[src/rtl/ov7670_cfg_sequencer.sv]
// OV7670 register-table sequencer: walks a {reg,data} ROM and issues one SCCB write per entry.
// Define CFG_READBACK_EN to verify every write with a read of the same register.
module ov7670_cfg_sequencer #(
  parameter int unsigned ROM_AW     = 8,
  parameter int unsigned DELAY_UNIT = 500000,
  parameter int unsigned MAX_RETRY  = 3
) (
  input  logic              clk,
  input  logic              rst,
  input  logic              start,
  output logic [ROM_AW-1:0] rom_addr,
  input  logic [15:0]       rom_data,
  output logic              sccb_req,
  input  logic              sccb_ready,
  output logic              sccb_rw,
  output logic [7:0]        sccb_reg,
  output logic [7:0]        sccb_wdata,
  input  logic              sccb_done,
  input  logic              sccb_nack,
  input  logic [7:0]        sccb_rdata,
  output logic              busy,
  output logic              cfg_done,
  output logic              cfg_error,
  output logic [ROM_AW-1:0] err_index
);

  localparam int unsigned CNT_W = $clog2(255 * DELAY_UNIT + 1);
  localparam int unsigned RET_W = (MAX_RETRY == 0) ? 1 : $clog2(MAX_RETRY + 1);

  typedef enum logic [2:0] {
    S_IDLE, S_FETCH, S_DECODE, S_ISSUE, S_WAIT, S_DELAY, S_DONE, S_ERROR
  } state_t;

  state_t           state, next_state;
  logic [CNT_W-1:0] cnt;
  logic [RET_W-1:0] retries;

  logic is_end, is_delay, delay_zero, at_last, idle_like;
  logic entry_ok, entry_fail, go_read, retry_left, advance;
  state_t adv_target;

`ifdef CFG_READBACK_EN
  logic rd_phase;
`else
  logic unused_rdata;
  assign unused_rdata = ^sccb_rdata;
`endif

  assign is_end     = (rom_data == 16'hFFFF);
  assign is_delay   = (rom_data[15:8] == 8'hFF);
  assign delay_zero = (rom_data[7:0] == 8'h00);
  assign at_last    = (rom_addr == '1);
  assign idle_like  = (state == S_IDLE) || (state == S_DONE) || (state == S_ERROR);
  assign retry_left = (retries < RET_W'(MAX_RETRY));
  assign adv_target = at_last ? S_DONE : S_FETCH;

  // Classify the SCCB completion; with readback a write ACK only moves on to the verify read.
  always_comb begin
    entry_ok   = 1'b0;
    entry_fail = 1'b0;
    go_read    = 1'b0;
    if (state == S_WAIT && sccb_done) begin
`ifdef CFG_READBACK_EN
      if (sccb_nack)                  entry_fail = 1'b1;
      else if (!rd_phase)             go_read    = 1'b1;
      else if (sccb_rdata == sccb_wdata) entry_ok = 1'b1;
      else                            entry_fail = 1'b1;
`else
      if (sccb_nack) entry_fail = 1'b1;
      else           entry_ok   = 1'b1;
`endif
    end
  end

  assign advance = entry_ok
                || (state == S_DECODE && !is_end && is_delay && delay_zero)
                || (state == S_DELAY && cnt == '0);

  always_ff @(posedge clk) begin
    if (rst) state <= S_IDLE;
    else     state <= next_state;
  end

  always_comb begin
    next_state = state;
    case (state)
      S_IDLE, S_DONE, S_ERROR: if (start) next_state = S_FETCH;
      S_FETCH:  next_state = S_DECODE;
      S_DECODE: begin
        if (is_end)          next_state = S_DONE;
        else if (is_delay)   next_state = delay_zero ? adv_target : S_DELAY;
        else                 next_state = S_ISSUE;
      end
      S_ISSUE:  if (sccb_ready) next_state = S_WAIT;
      S_WAIT: begin
        if (go_read)         next_state = S_ISSUE;
        else if (entry_ok)   next_state = adv_target;
        else if (entry_fail) next_state = retry_left ? S_ISSUE : S_ERROR;
      end
      S_DELAY:  if (cnt == '0) next_state = adv_target;
      default:  next_state = S_IDLE;
    endcase
  end

  always_comb begin
    busy      = !idle_like;
    cfg_done  = (state == S_DONE);
    cfg_error = (state == S_ERROR);
    sccb_req  = (state == S_ISSUE);
`ifdef CFG_READBACK_EN
    sccb_rw   = rd_phase;
`else
    sccb_rw   = 1'b0;
`endif
  end

  always_ff @(posedge clk) begin
    if (rst) begin
      rom_addr   <= '0;
      sccb_reg   <= '0;
      sccb_wdata <= '0;
      err_index  <= '0;
      cnt        <= '0;
      retries    <= '0;
`ifdef CFG_READBACK_EN
      rd_phase   <= 1'b0;
`endif
    end else begin
      if (idle_like && start) begin
        rom_addr <= '0;
        retries  <= '0;
      end
      if (advance) begin
        retries <= '0;
        if (!at_last) rom_addr <= rom_addr + 1'b1;
      end
      if (state == S_DECODE) begin
        if (is_delay) begin
          cnt <= CNT_W'(rom_data[7:0]) * CNT_W'(DELAY_UNIT);
        end else begin
          sccb_reg   <= rom_data[15:8];
          sccb_wdata <= rom_data[7:0];
        end
      end
      if (state == S_DELAY && cnt != '0) cnt <= cnt - 1'b1;
      if (entry_fail) begin
        if (retry_left) retries   <= retries + 1'b1;
        else            err_index <= rom_addr;
      end
`ifdef CFG_READBACK_EN
      // A failed read restarts the entry from its write.
      if (go_read)                              rd_phase <= 1'b1;
      else if (entry_fail || state == S_DECODE) rd_phase <= 1'b0;
`endif
    end
  end

endmodule

[config.mk]
export PLATFORM = sky130hd
export DESIGN_NAME = ov7670_cfg_sequencer
export DESIGN_NICKNAME = d
export VERILOG_FILES = /design/src/rtl/ov7670_cfg_sequencer.sv
export SDC_FILE = /design/constraint.sdc
export NUM_CORES = 1
export LEC_CHECK = 0
export BUFFER_PORTS_ARGS = -buffer_cell sky130_fd_sc_hd__buf_4
export CAP_MARGIN = 20
export CORE_MARGIN = 8
export CORE_UTILIZATION = 35
export CTS_CLUSTER_SIZE = 24
export DETAILED_ROUTE_END_ITERATION = 12
export GPL_ROUTABILITY_DRIVEN = 1
export PLACE_DENSITY_LB_ADDON = 0.25
export SLEW_MARGIN = 10
export SYNTH_ARGS = -nofsm -noshare
export SYNTH_HDL_FRONTEND = slang
export SYNTH_SLANG_ARGS = --single-unit
[constraint.sdc]
create_clock -name clk -period 9.45 [get_ports clk]
set_clock_uncertainty 0.15 [all_clocks]
set_input_delay 0.945 -clock clk [delete_from_list [all_inputs] [get_ports clk]]
set_output_delay 0.945 -clock clk [all_outputs]
set_load 0.005 [all_outputs]
After elaboration in Yosys (flattened, before gate mapping)
Cells that the tools add are included.

cells by class
  add/sub/neg operators = 3
  multiply operators = 1
  magnitude comparators = 1
  eq/ne operators = 14
  muxes and demuxes = 25
  bitwise operators = 2
  reductions and logical operators = 24

operator list
  kind                     number
  $mux W27                 3
  $mux W3                  10
  $logic_not A27 Y1        1
  $reduce_bool A27 Y1      1
  $sub A27 B1 Y27 const B  1
  $mux W8                  3
  $mul A8 B14 Y22 const B  1
  $pmux W3 S6              1
  $eq A16 B16 Y1 const B   1
  $eq A8 B8 Y1 const B     2
  $eq A3 B3 Y1 const B     4
  $add A8 B1 Y8 const B    1
  $logic_not A8 Y1         1
  $mux W2                  4
  $logic_and A1 B1 Y1      7
  $eq A3 B2 Y1 const B     2
  $reduce_and A2 Y1        3
  $logic_or A1 B1 Y1       4
  $mux W1                  4
  $ne A2 B1 Y1 const B     2
  $reduce_and A4 Y1        1
  $reduce_bool A2 Y1       2
  $eq A3 B1 Y1 const B     1
  $logic_not A3 Y1         1
  other kinds (7)          9

storage, ports and cells
  bits in registers = 64
  word-level logic and storage cells = 77

Depth between registers and ports, before layout
  word-level depth = 10
  mapped depth = 16

Least setup slack after synthesis
OpenSTA, ideal clock, no wires.

  kind = input to register
  from = input rom_data[2]
  to = register cnt[26]
  arrival = 4.214 ns
  setup slack = 5.001 ns
  stages on the path = 13
  path buffers = 0
  cell sequence = fa_1 -> ha_1 -> fa_1 -> inv_1 -> fa_1 -> inv_1 -> ha_1 -> a211oi_1 -> o21ai_0 -> o21ai_0 -> a21oi_1 -> xnor2_1 -> a211oi_1

on the way
  cells in the longest elaborated chain, start to end = 4

ends and longest elaborated chain
  element               line  RTL
  start, declared       12    input logic [15:0] rom_data,
  $mul A8 B14 Y22       139   cnt <= CNT_W'(rom_data[7:0]) * CNT_W'(DELAY_UNIT);
  $mux W27              138   if (is_delay) begin
  $mux W27              137   if (state == S_DECODE) begin
  $mux W27              145   if (state == S_DELAY && cnt != '0) cnt <= cnt - 1'b1;
  end signal, assigned  139
  end signal, assigned  145
  end, declared         35    logic [CNT_W-1:0] cnt;

No other way between the ends. The select of a mux whose other input is x is not followed.
A chain may end at the register's enable or synchronous reset.

Worst setup path after layout
Ends and elaborated chain as after synthesis.

==> summary.md <==
| Metric | Value |
|---|---|
| Met3 Use GR | 3.084% |
| Worst path max stage delay | approximately 0.52 ns |
| Post-synthesis cell type count | 66 |
| Area leader, netlist | dfxtp_1 |
| Routed vias/inst | 5.511 |
| Sequential fraction of the synthesis area | 24.96% |
| Grt met2 use | 22.58% |
| Pins Over Slew Limit | 0 |
| Post-Syn Nets | around 700 |
| Switching pwr | 0.5167 mW |
| Cell internal pwr | 0.7351 mW |
| Ordered list of cells on the worst path | buf_4, fa_1, ha_1, fa_1, inv_1, fa_1, inv_1, ha_1, a211oi_1, o21ai_0, o21ai_0, a21oi_1, xnor2_1, a211oi_1 |
| CTS Hold Buffers Added | 0 |
| Depth of the worst register-to-register path | 7 |
| WS Path Type | input port to flip-flop |
| TritonCTS clock tree | yes |
| Total gr overflow | 0 |
| Synth top area share | around a quarter |
| Hold Path End | sccb_reg[7] |
| CP max-delay cell | fa_1 |
| Gate count after technology mapping | 590 |
| Clk network pwr share | 25.9% |
| Num CTS Buffers | 9 |
| M1 GR Usage | 19.83% |
| Die Span Y | 137.1 um |
| Hold wc startpoint | sccb_reg[7] |
| Global-route wire length before repair | 21970 um |
| Initial antenna violation count | 0 |
| DR vias | around 4500 |
| Transition time of the tightest slew-check pin | 0.9084 ns |
| Row cnt | 44 |
| Outcome | complete, no violations |
| Post-route DRC | 0 |
| Clock buffer depth | 2 |
| Htree depth | 3 |
| Leak pwr | 2.638 nW |
| Area Growth Syn to Fin | 16.55% |
| Peak VDD IR | slightly above 0.09 mV |
| Reg2reg setup slack | 6.40 ns |
| CP endpoint kind | flip-flop |
| Most used cell, CP | fa_1 |
| Synthesized area | 5132 um2 |
| Cells on Worst Hold Path | 2 |
| Period Utilization, post-route | 49.92% |
| Crit start category | input port |
| 1st-iter DRT viols | 276 |
| Max Fclk | 212.0 MHz |
| Register Area | 1281 um2 |
| # diodes | 0 |
| Multi-input logic area | around 3600 um2 |
| IO Pins | 67 |
| Dpl hpwl | 10380 um |
| Filler cells | 1466 |
| Clock root buffer | clkbuf_16 |
| Pwr Total | approximately 1.3 mW |
| TritonCTS sink count | 64 |
| Arrival @ worst endpoint | roughly 4.8 ns |
| Most frequent cell after synthesis | dfxtp_1 |
| Synthesized area per cell | 8.699 um2 |
| Max Cap Viol | 0 |
| Min Tclk post-route | 4.717 ns |
| 1st-pass router iterations | 5 |
| Crit Path Max Fanout | 8 |
| Worst r2r src | state[1] |
| Combinational group share of total power | 47.8% |
| Post-synth top cells | dfxtp_1, ha_1, nor2_1, inv_1, a21oi_1 |
| Skew-Pair Late Insertion Delay | between 0.3 and 0.4 ns |
| Post-synth EDFFs | 0 |
| Max FFs per register | 27 |
| Most used DFF post-synth | dfxtp_1 |
| Register bit count reported by yosys | 64 |
| Post-synth ARST share | 0% |
| Worst-path clk slew | approximately 0.06 ns |
| Total track usage | approximately 15% |
| Port Buffer Count | between 50 and 60 |
| Core area | 14420 um2 |
| Slew headroom | 38.98% |
| Antenna Violating Nets Remaining | 0 |
| Die extent in x | 137.1 um |
| Final setup viols | 0 |
| Power density over the cells | ~210 nW/um2 |
| Final hold vios | 0 |
| Unrepaired setup endpoints after global routing | false |
| RePlAce Congestion | 0.8353 |
| TNS Setup | 0 ns |
| Sequential Power Share | a little over a quarter |
| Largest net degree at the start of global routing | 54 |
| Biggest register | cnt |
| GRT Max-Usage Layer | met2 |
| Worst hold path class | flip-flop to flip-flop |
| Wire per inst | 16.47 um |
| Share of post-route cells with drive strength above 1 | 15.63% |
| Die footprint | ~19000 um2 |
| Vias in the first global route | 4333 |
| Starting Density | 35.58% |
| Sw frac | about two fifths |
| Fin nets | around 750 |
| R2r endpoint | rom_addr[5] |
| Post-cts sizing count | 0 |
| Post-CTS setup buffers | 0 |
| Top cells by area, synth | dfxtp_1, ha_1, fa_1 |
| Critical path required time | 9.49 ns |
| Synth warn | 0 |
| Post-Route WL | 13570 um |
stage by stage:
stage / cells / utilization, % / hold WS, ns / cell area [um2] / worst slack (ns)
CTS: 824 / 41.47 / 0.3471 / 5982 / 4.728
finish: 824 / 41.47 / 0.3464 / 5982 / 4.733
detailed placement: 809 / 39.49 / 0.3373 / 5695 / 4.393
floorplan: 590 / - / 0.3116 / 5132 / 5.001
global route: 824 / 41.47 / 0.3797 / 5982 / 4.566
global placement: 809 / 39.49 / 0.3278 / 5695 / 4.434
layer usage:
layer  wire, um  part of all wire [%]  vias up
li1           -                     -     2257
met1       6540                    48     2171
met2       6282                    46      104
met3        611                   4.5        9
met4        136                   1.0        0
met5          0                     0        -
placed cells by master (no fill, tap or decap), types with 3 or more instances in the layout:
master / count
dfxtp_1: 64
ha_1: 62
buf_4: 60
nor2_1: 53
inv_1: 43
a21oi_1: 38
nand2_1: 25
nand3_1: 21
mux2i_1: 21
o21ai_0: 20
nor3_1: 19
fa_1: 17
a31oi_1: 12
and3_1: 11
o211ai_1: 11
nand4_1: 10
xor2_1: 9
a211oi_1: 9
clkbuf_16: 9
nor4_1: 8
xnor2_1: 8
or3_1: 8
mux2_2: 6
and2_1: 6
nor2b_1: 5
nand2b_1: 5
o221a_2: 5
nand3b_1: 4
a21o_1: 4
a211o_1: 4
and3b_1: 3
o31ai_4: 3
o311ai_0: 3
nand4b_1: 3
a21boi_0: 3
a22o_1: 3
o31ai_1: 3
clkinv_2: 3
power by group through the flow:
stage	Sequential (mW)	Clock (mW)	Combinational (mW)
finish	0.329	0.325	0.599
global placement	0.332	0	0.591
CTS	0.328	0.329	0.603
global route	0.333	0.342	0.669
detailed placement	0.333	0	0.597
floorplan	0.319	0	0.462
cells by family after synthesis:
| group | synth area share, % |
|---|---|
| adder cells (fa/ha/maj) | 21.75 |
| AND/OR/NAND/NOR | 19.36 |
| multiplexers | 5.412 |
| other | 0.07306 |
| flip-flops | 24.96 |
| buffers and inverters | 5.534 |
| AO/OA/AOI/OAI | 20.01 |
| XOR/XNOR | 2.901 |
final cells by class:
class / instances / share of cell area [%]
multi-input cells: 458 / 59.72
flip-flops and latches: 64 / 21.42
repair buffers: 60 / 7.530
well taps: 184 / 3.849
clock buffers: 9 / 3.765
inverters: 43 / 2.698
clock inverters: 6 / 1.025
worst max path at each step:
stage	start	to	slack (ns)	cells after the start
2_1_floorplan	rom_data[2]	cnt[26]	5.00	13
3_3_place_gp	rom_data[2]	cnt[26]	4.43	14
3_5_place_dp	rom_data[2]	cnt[26]	4.39	14
4_1_cts	rom_data[2]	cnt[26]	4.73	14
5_1_grt	rom_data[2]	cnt[26]	4.57	14
6_report	rom_data[2]	cnt[26]	4.73	14
critical path, delay by kind of cell:
family | cells | cell delay [ns]
AO/OA/AOI/OAI | 5 | 1.04
XOR/XNOR | 1 | 0.26
adder cells (fa/ha/maj) | 5 | 2.25
buffers and inverters | 3 | 0.26
Power figures use the tool's default switching activity.
